`config.mk`:
```
export PLATFORM = sky130hd
export DESIGN_NAME = bram_sorter
export DESIGN_NICKNAME = d
export VERILOG_FILES = /design/src/rtl/sorter_pkg.sv /design/src/rtl/bram_sorter.sv
export SDC_FILE = /design/constraint.sdc
export NUM_CORES = 1
export LEC_CHECK = 0
export ABC_AREA = 1
export BUFFER_PORTS_ARGS = -buffer_cell sky130_fd_sc_hd__buf_4
export CORE_UTILIZATION = 45
export DETAILED_ROUTE_END_ITERATION = 8
export GPL_ROUTABILITY_DRIVEN = 0
export PLACE_DENSITY = 0.66
export REMOVE_ABC_BUFFERS = 1
export SYNTH_ARGS = -nofsm -noshare
export SYNTH_HDL_FRONTEND = slang
export SYNTH_SLANG_ARGS = --single-unit
```
`constraint.sdc`:
```
create_clock -name clk -period 3.56 [get_ports clk]
set_clock_uncertainty 0.1 [all_clocks]
set_input_delay 0.534 -clock clk [delete_from_list [all_inputs] [get_ports clk]]
set_output_delay 0.534 -clock clk [all_outputs]
set_load 0.005 [all_outputs]
```
`src/rtl/sorter_pkg.sv`:
```
// Shared types and constants for the BRAM bubble sorter.
package sorter_pkg;

  localparam int unsigned CycleCntWidth = 32;

  typedef enum logic [2:0] {
    StIdle,
    StRdA,
    StRdB,
    StCmp,
    StWrA,
    StWrB,
    StFin
  } state_e;

endpackage

```
`src/rtl/bram_sorter.sv`:
```
// In-place ascending bubble sort of BRAM words 0..N-1 over a single registered-address port.
// Optional busy-cycle counter enabled with BRAM_SORTER_CYCLE_CNT_EN.
module bram_sorter
  import sorter_pkg::*;
#(
  parameter int unsigned DATA_WIDTH = 32,
  parameter int unsigned ADDR_WIDTH = 10,
  parameter int unsigned N          = 1024
) (
  input  logic                     clk,
  input  logic                     rst,
  input  logic                     start,
  output logic                     busy,
  output logic                     done,
  output logic [ADDR_WIDTH-1:0]    mem_addr,
  output logic [DATA_WIDTH-1:0]    mem_din,
  output logic                     mem_we,
  input  logic [DATA_WIDTH-1:0]    mem_dout,
  output logic [CycleCntWidth-1:0] cycle_cnt
);

  localparam logic [ADDR_WIDTH-1:0] AddrOne = ADDR_WIDTH'(1);
  localparam logic [ADDR_WIDTH-1:0] LimInit = ADDR_WIDTH'(N - 1);

  state_e                  state_q;
  logic [ADDR_WIDTH-1:0]   i_q, lim_q;
  logic [DATA_WIDTH-1:0]   a_q;
  logic                    swapped_q;

  logic last_cmp, swp_eff, pass_end;

  assign last_cmp = (i_q == lim_q - AddrOne);
  // The swap performed in WR_A/WR_B counts toward the current pass.
  assign swp_eff  = swapped_q | (state_q == StWrB);
  assign pass_end = ((state_q == StCmp) && (a_q <= mem_dout)) || (state_q == StWrB);

  // Outputs are registered for the state being entered, so they are valid throughout it.
  always_ff @(posedge clk) begin
    if (rst) begin
      state_q   <= StIdle;
      busy      <= 1'b0;
      done      <= 1'b0;
      mem_we    <= 1'b0;
      mem_addr  <= '0;
      mem_din   <= '0;
      i_q       <= '0;
      lim_q     <= '0;
      swapped_q <= 1'b0;
      a_q       <= '0;
    end else begin
      mem_we <= 1'b0;
      done   <= 1'b0;
      case (state_q)
        StIdle: begin
          if (start) begin
            i_q       <= '0;
            lim_q     <= LimInit;
            swapped_q <= 1'b0;
            if (N == 1) begin
              state_q <= StFin;
              done    <= 1'b1;
            end else begin
              state_q  <= StRdA;
              busy     <= 1'b1;
              mem_addr <= '0;
            end
          end
        end
        StRdA: begin
          state_q  <= StRdB;
          mem_addr <= i_q + AddrOne;
        end
        StRdB: begin
          a_q     <= mem_dout;
          state_q <= StCmp;
        end
        StCmp: begin
          if (a_q > mem_dout) begin
            state_q  <= StWrA;
            mem_addr <= i_q;
            mem_din  <= mem_dout;
            mem_we   <= 1'b1;
          end
        end
        StWrA: begin
          swapped_q <= 1'b1;
          state_q   <= StWrB;
          mem_addr  <= i_q + AddrOne;
          mem_din   <= a_q;
          mem_we    <= 1'b1;
        end
        StWrB: ;
        StFin:   state_q <= StIdle;
        default: state_q <= StIdle;
      endcase

      if (pass_end) begin
        if (!last_cmp) begin
          i_q      <= i_q + AddrOne;
          state_q  <= StRdA;
          mem_addr <= i_q + AddrOne;
        end else if (!swp_eff || (lim_q == AddrOne)) begin
          state_q <= StFin;
          busy    <= 1'b0;
          done    <= 1'b1;
        end else begin
          lim_q     <= lim_q - AddrOne;
          i_q       <= '0;
          swapped_q <= 1'b0;
          state_q   <= StRdA;
          mem_addr  <= '0;
        end
      end
    end
  end

`ifdef BRAM_SORTER_CYCLE_CNT_EN
  logic [CycleCntWidth-1:0] cnt_q;

  always_ff @(posedge clk) begin
    if (rst) begin
      cnt_q <= '0;
    end else if ((state_q == StIdle) && start) begin
      cnt_q <= '0;
    end else if (busy) begin
      cnt_q <= cnt_q + 1'b1;
    end
  end

  assign cycle_cnt = cnt_q;
`else
  assign cycle_cnt = '0;
`endif

endmodule

```
==> results of run 1 <==
## final cells by class
class	instances	share of cell area (%)
Timing Repair Buffer	88	9.31
Tap cell	176	3.05
Multi-Input combinational cell	706	50.3
Inverter	103	5.35
Clock buffer	11	3.50
Sequential cell	101	28.0
Clock inverter	5	0.537
## cells by family (layout without fill, tap and decap cells)
logic type	Yosys count	count (layout)	share of synthesized area, %
adder cells (fa/ha/maj)	35	35	6.91
other	1	32	0.0592
flip-flops	101	101	31.9
buffers and inverters	178	207	12.7
AO/OA/AOI/OAI	221	221	18.3
AND/OR/NAND/NOR	411	411	29.1
XOR/XNOR	7	7	0.968
## sequential cells by signal, summed over array words and instances (netlist names)
| name | count |
|---|---|
| a_q | 32 |
| mem_din | 32 |
| i_q | 10 |
| lim_q | 10 |
| mem_addr | 10 |
| state_q | 3 |
| busy | 1 |
| done | 1 |
| mem_we | 1 |
| swapped_q | 1 |
## worst paths after layout
kind,from,endpoint,slack [ns]
worst min-delay path,mem_dout[19],a_q[19],0.34
worst max register to register,a_q[31],i_q[1],0.70
worst min register to register,a_q[0],mem_din[0],0.40
worst max-delay path,a_q[31],i_q[1],0.70
## worst register-to-register path, cell delays in order, from the launching register on
cell	delay (ns)
dfxtp_1	0.33
ha_1	0.30
nand2_1	0.10
nor2_1	0.17
nand2_1	0.08
nor4_2	0.24
nand2_1	0.10
nand2_1	0.32
nand2_1	0.15
nand2_2	0.15
nand2_4	0.06
buf_4	0.24
nand2_4	0.18
nand3_1	0.09
a21oi_1	0.17
## per-layer routing
| metal | vias up | GRT usage [%] | wire length, um |
|---|---|---|---|
| li1 | 3178 | - | - |
| met1 | 2689 | 31.1 | 7650 |
| met2 | 187 | 33.9 | 6710 |
| met3 | 17 | 3.25 | 896 |
| met4 | 0 | 7.18 | 238 |
| met5 | - | 0 | 0 |
## report_power, final
group          internal, mW  switching (mW)  leakage, nW
Sequential             1.22          0.0722        0.823
Combinational         0.312           0.542         2.59
Clock                 0.521           0.466        0.148
Total                  2.05            1.08         3.56
## synth_stat cells, drive strengths merged
cell type / count
nand3b: 3
a211oi: 1
clkinv: 1
buf: 43
nand3: 44
nor3: 8
o21ai: 93
nand2: 279
inv: 102
ha: 35
nor4: 4
nor2: 51
a21o: 1
a31oi: 34
a21oi: 90
conb: 1
or2: 4
nand4: 18
o21a: 2
xor2: 7
dfxtp: 101
clkbuf: 32
## metrics by stage
stage | cell area, um^2 | power, mW | util [%]
3_3_place_gp | 6940 | 2.15 | 51.4
2_1_floorplan | 6030 | 1.92 | -
4_1_cts | 7230 | 3.14 | 53.5
6_report | 7230 | 3.13 | 53.5
5_1_grt | 7230 | 3.33 | 53.5
3_5_place_dp | 6940 | 2.16 | 51.4
==> results.sh, run 1 <==
export IMPL_status="completed"
export IMPL_wire_per_inst_um=13.0
export IMPL_crit_path_cell_trace="ha_1, nand2_1, nor2_1, nand2_1, nor4_2, nand2_1, nand2_1, nand2_1, nand2_2, nand2_4, buf_4, nand2_4, nand3_1, a21oi_1"
export IMPL_die_y_um=121
export IMPL_finalHoldViolCount=0
export IMPL_nNetsFinal=1079
export IMPL_cp_num_cells=14
export IMPL_seq_area_um2=2020
export IMPL_dr_total_vias=6071
export IMPL_period_share_pct=80.3
export IMPL_post_place_ws_ns=0.404
export IMPL_cts_hold_buf=0
export IMPL_path_max_fanout=25
export IMPL_path_clk_slew_ns=0.07
export IMPL_final_cell_mix="265 x nand2_1, 101 x dfxtp_1, 91 x inv_1, 90 x a21oi_1, 87 x buf_4"
export IMPL_io_pins=112
export IMPL_drt_iter0_drc=481
export IMPL_cts_root_buf="clkbuf_16"
export IMPL_slew_headroom_pct=43.2
export IMPL_synth_cells=954
export IMPL_cap_violations=0
export IMPL_path_class="flop to flop"
export IMPL_fillCellCount=1377
export IMPL_synth_seq_cells=101
export IMPL_io_buffers=79
export IMPL_postCtsSetupBuffers=0
export IMPL_p_leak_nw=3.56
export IMPL_grt_pass1_vias=5357
export IMPL_synthToLayoutAreaGrowth_pct=14.1
export IMPL_yosysWarnings=0
export IMPL_power_density_nw_per_um2=433
export IMPL_ys_types=38
export IMPL_synth_area_top_cells="dfxtp_1 32%, nand2_1 16%, a21oi_1 7.1%"
export IMPL_path_buf_inv=1
export IMPL_routed_wl_mm=15.5
export IMPL_placedCellCount=1174
export IMPL_drt_first_pass_iters=6
export IMPL_clk_path_buf_depth=2
export IMPL_min_path_type="primary input to flop"
export IMPL_cp_slowest_cell="dfxtp_1"
export IMPL_cts_tree="yes"
export IMPL_cts_buffers=9
export IMPL_hold_ws_ns=0.342
export IMPL_fin_setup_tns_ns=0
export IMPL_antenna_left=0
export IMPL_avgSynthCellArea_um2=6.64
export IMPL_place_hpwl_mm=10.9
export IMPL_fp_dieW_um=121
export IMPL_crit_top_cell="nand2_1"
export IMPL_grtUsageTotal_pct=21.9
export IMPL_hold_depth=3
export IMPL_rr_worst_depth=14
export IMPL_die_area_um2=14600
export IMPL_num_rows=42
export IMPL_fmax_ghz=0.350
export IMPL_grt_max_degree=66
export IMPL_cp_end_kind="flop"
export IMPL_arrival_ns=3.04
export IMPL_h_tree_depth=3
export IMPL_start_kind="flop"
export IMPL_layout_cells_non_filler=1190
export IMPL_avgViaCountPerCell=5.10
export IMPL_slowest_delay_ns=0.33
export IMPL_setup_violations=0
export IMPL_yosysTopAreaCellShare_pct=31.9
export IMPL_period_needed_ns=2.86
export IMPL_ir_worst_vdd_v=0.000212
export IMPL_drv_slew=0
export IMPL_clock_sinks=101
export IMPL_clock_insertion_delay_worst_skew_ns=0.36
export IMPL_worst_slack_ns=0.702
export IMPL_netlist_area_um2=6330
export IMPL_layout_commonest_cell="nand2_1"
export IMPL_grt_overflow=0
export IMPL_coreArea_um2=13500
export IMPL_grt_setup_unrepaired="false"
export IMPL_worst_pin_slew_ns=0.849
export IMPL_cts_resized=0
export IMPL_yosysTopAreaCell="dfxtp_1"
export IMPL_antenna_cells=0
export IMPL_cpLargestDelayFamily="simple AND/OR/NAND/NOR gates"
export IMPL_antenna_found_initial=0
export IMPL_grt_pass1_wl_mm=25.7
export IMPL_initial_core_util_pct=46.9
export IMPL_layout_drive_gt1_share_pct=14.3
export IMPL_multiInputGateArea_um2=3630
export IMPL_drc_errors=0
export IMPL_crit_required_ns=3.74
export IMPL_ys_seq_area_share_pct=31.9
Power figures use the tool's default switching activity.
==> inputs of run 2 (changes only) <==
--- a/config.mk
+++ b/config.mk
@@ -10,7 +10,7 @@
 export CORE_UTILIZATION = 45
 export DETAILED_ROUTE_END_ITERATION = 8
 export GPL_ROUTABILITY_DRIVEN = 0
-export PLACE_DENSITY = 0.66
+export PLACE_DENSITY = 0.69
 export REMOVE_ABC_BUFFERS = 1
 export SYNTH_ARGS = -nofsm -noshare
 export SYNTH_HDL_FRONTEND = slang
==> constraint.sdc (replaced) <==
create_clock -name clk -period 2.3 [get_ports clk]
set_clock_uncertainty 0.1 [all_clocks]
set_input_delay 0.345 -clock clk [delete_from_list [all_inputs] [get_ports clk]]
set_output_delay 0.345 -clock clk [all_outputs]
set_load 0.005 [all_outputs]
==> results.sh, run 2 (same netlist as run 1, synthesis figures left out) <==
export IMPL_combPwrFrac_pct=33.7
export IMPL_drv_slew=0
export IMPL_grt_overflow=0
export IMPL_routed_wl_mm=18.0
export IMPL_crit_path_cell_trace="ha_1, nand2_2, buf_4, nor4_4, a21oi_2, nand2_2, nand2_2, nand2_4, nand2_8, clkbuf_16, a21oi_2, nand2_1, a21oi_2"
export IMPL_dr_total_vias=6576
export IMPL_antenna_cells=0
export IMPL_cp_slowest_cell="dfxtp_2"
export IMPL_worst_pin_slew_ns=0.561
export IMPL_fin_total_pwr_mw=5.42
export IMPL_cap_violations=0
export IMPL_io_buffers=79
export IMPL_layout_commonest_cell="nand2_1"
export IMPL_grt_max_degree=66
export IMPL_drt_iter0_drc=498
export IMPL_p_sw_share_pct=35.0
export IMPL_ir_worst_vdd_v=0.000381
export IMPL_status="completed"
export IMPL_arrival_ns=2.45
export IMPL_final_cell_mix="245 x nand2_1, 134 x buf_4, 89 x inv_1, 87 x dfxtp_1, 76 x o21ai_0"
export IMPL_finalHoldViolCount=0
export IMPL_place_hpwl_mm=11.5
export IMPL_min_path_type="primary input to flop"
export IMPL_period_needed_ns=2.26
export IMPL_fmax_ghz=0.443
export IMPL_clock_sinks=101
export IMPL_layout_cells_non_filler=1258
export IMPL_p_leak_nw=4.03
export IMPL_power_density_nw_per_um2=638
export IMPL_grt_pass1_wl_mm=27.3
export IMPL_cp_end_kind="flop"
export IMPL_slew_headroom_pct=62.6
export IMPL_clock_insertion_delay_worst_skew_ns=0.36
export IMPL_power_switching_mw=1.89
export IMPL_clk_path_buf_depth=2
export IMPL_fin_setup_tns_ns=0
export IMPL_h_tree_depth=3
export IMPL_pwr_share_clk_pct=29.3
export IMPL_path_clk_slew_ns=0.07
export IMPL_initial_core_util_pct=46.9
export IMPL_drc_errors=0
export IMPL_grtUsageTotal_pct=23.3
export IMPL_cpLargestDelayFamily="simple AND/OR/NAND/NOR gates"
export IMPL_grt_pass1_vias=5690
export IMPL_cts_hold_buf=0
export IMPL_die_area_um2=14600
export IMPL_wire_per_inst_um=14.3
export IMPL_hold_ws_ns=0.156
export IMPL_path_class="flop to flop"
export IMPL_crit_required_ns=2.49
export IMPL_coreArea_um2=13500
export IMPL_path_buf_inv=2
export IMPL_io_pins=112
export IMPL_fp_dieW_um=121
export IMPL_nNetsFinal=1147
export IMPL_avgViaCountPerCell=5.23
export IMPL_num_rows=42
export IMPL_antenna_left=0
export IMPL_placedCellCount=1226
export IMPL_die_y_um=121
export IMPL_cts_root_buf="clkbuf_16"
export IMPL_reg_largest_list="a_q (32), mem_din (32)"
export IMPL_start_kind="flop"
export IMPL_grt_setup_unrepaired="true"
export IMPL_antenna_found_initial=0
export IMPL_setup_violations=0
export IMPL_synthToLayoutAreaGrowth_pct=34.0
export IMPL_path_max_fanout=7
export IMPL_layout_drive_gt1_share_pct=27.7
export IMPL_slowest_delay_ns=0.34
export IMPL_cts_buffers=9
export IMPL_cts_tree="yes"
export IMPL_period_share_pct=98.2
export IMPL_p_int_mw=3.52
export IMPL_p_seq_share_pct=37.0
export IMPL_drt_first_pass_iters=5
-- run 2: power by group through the flow --
stage	combinational, mW	sequential (mW)	clock, mW
floorplan	0.963	2.01	0
global placement	1.45	2.02	0
detailed placement	1.47	2.02	0
global route	2.02	2.02	1.69
CTS	1.50	1.98	1.61
finish	1.83	2.01	1.59
-- run 2: worst reg2reg max path, cell delays in order (launching register included) --
cell and delay, ns:
dfxtp_2 0.34, ha_1 0.29, nand2_2 0.08, buf_4 0.15
nor4_4 0.25, a21oi_2 0.10, nand2_2 0.09, nand2_2 0.09
nand2_4 0.10, nand2_8 0.10, clkbuf_16 0.19, a21oi_2 0.11
nand2_1 0.08, a21oi_2 0.14
-- run 2: area by class of cell --
class	instances	area, um^2
Multi-Input combinational cell	708	4150
Clock buffer	10	229
Tap cell	176	220
Inverter	103	404
Fill cell	1185	5020
Sequential cell	101	2040
Timing Repair Buffer	154	1370
Clock inverter	6	68.8
-- run 2: through the flow --
step | setup WS (ns) | cell area [um^2] | utilization, %
after CTS | 0.000630 | 7820 | 57.9
final | 0.0423 | 8490 | 62.8
after global routing | -0.133 | 8490 | 62.8
after detailed placement | -0.227 | 7380 | 54.6
after global placement | -0.200 | 7380 | 54.6
after floorplan | -1.25 | 6030 | -
-- run 2: repair_timing --
item,CTS,global route
gates resized for setup,18,111
endpoints found under the setup margin,61,69
buffers inserted,2,8
endpoints found under the hold margin,0,0
cloned,2,4
pin swaps,4,29
-- run 2: path summary, 6_finish.rpt --
check,startpoint,to,slack (ns),cells past startpoint
setup reg to reg,a_q[28],mem_addr[4],0.04,13
hold / removal,mem_dout[8],a_q[8],0.16,3
setup / recovery,a_q[28],mem_addr[4],0.04,13
hold reg to reg,a_q[2],mem_din[2],0.41,2
-- run 2: routing by layer --
metal / wire [um] / vias up / GRT usage, %
met1: 8410 / 3024 / 32.8
met2: 8320 / 190 / 35.8
met4: 314 / 0 / 8.02
li1: - / 3337 / -
met3: 967 / 25 / 3.87
met5: 0 / - / 0
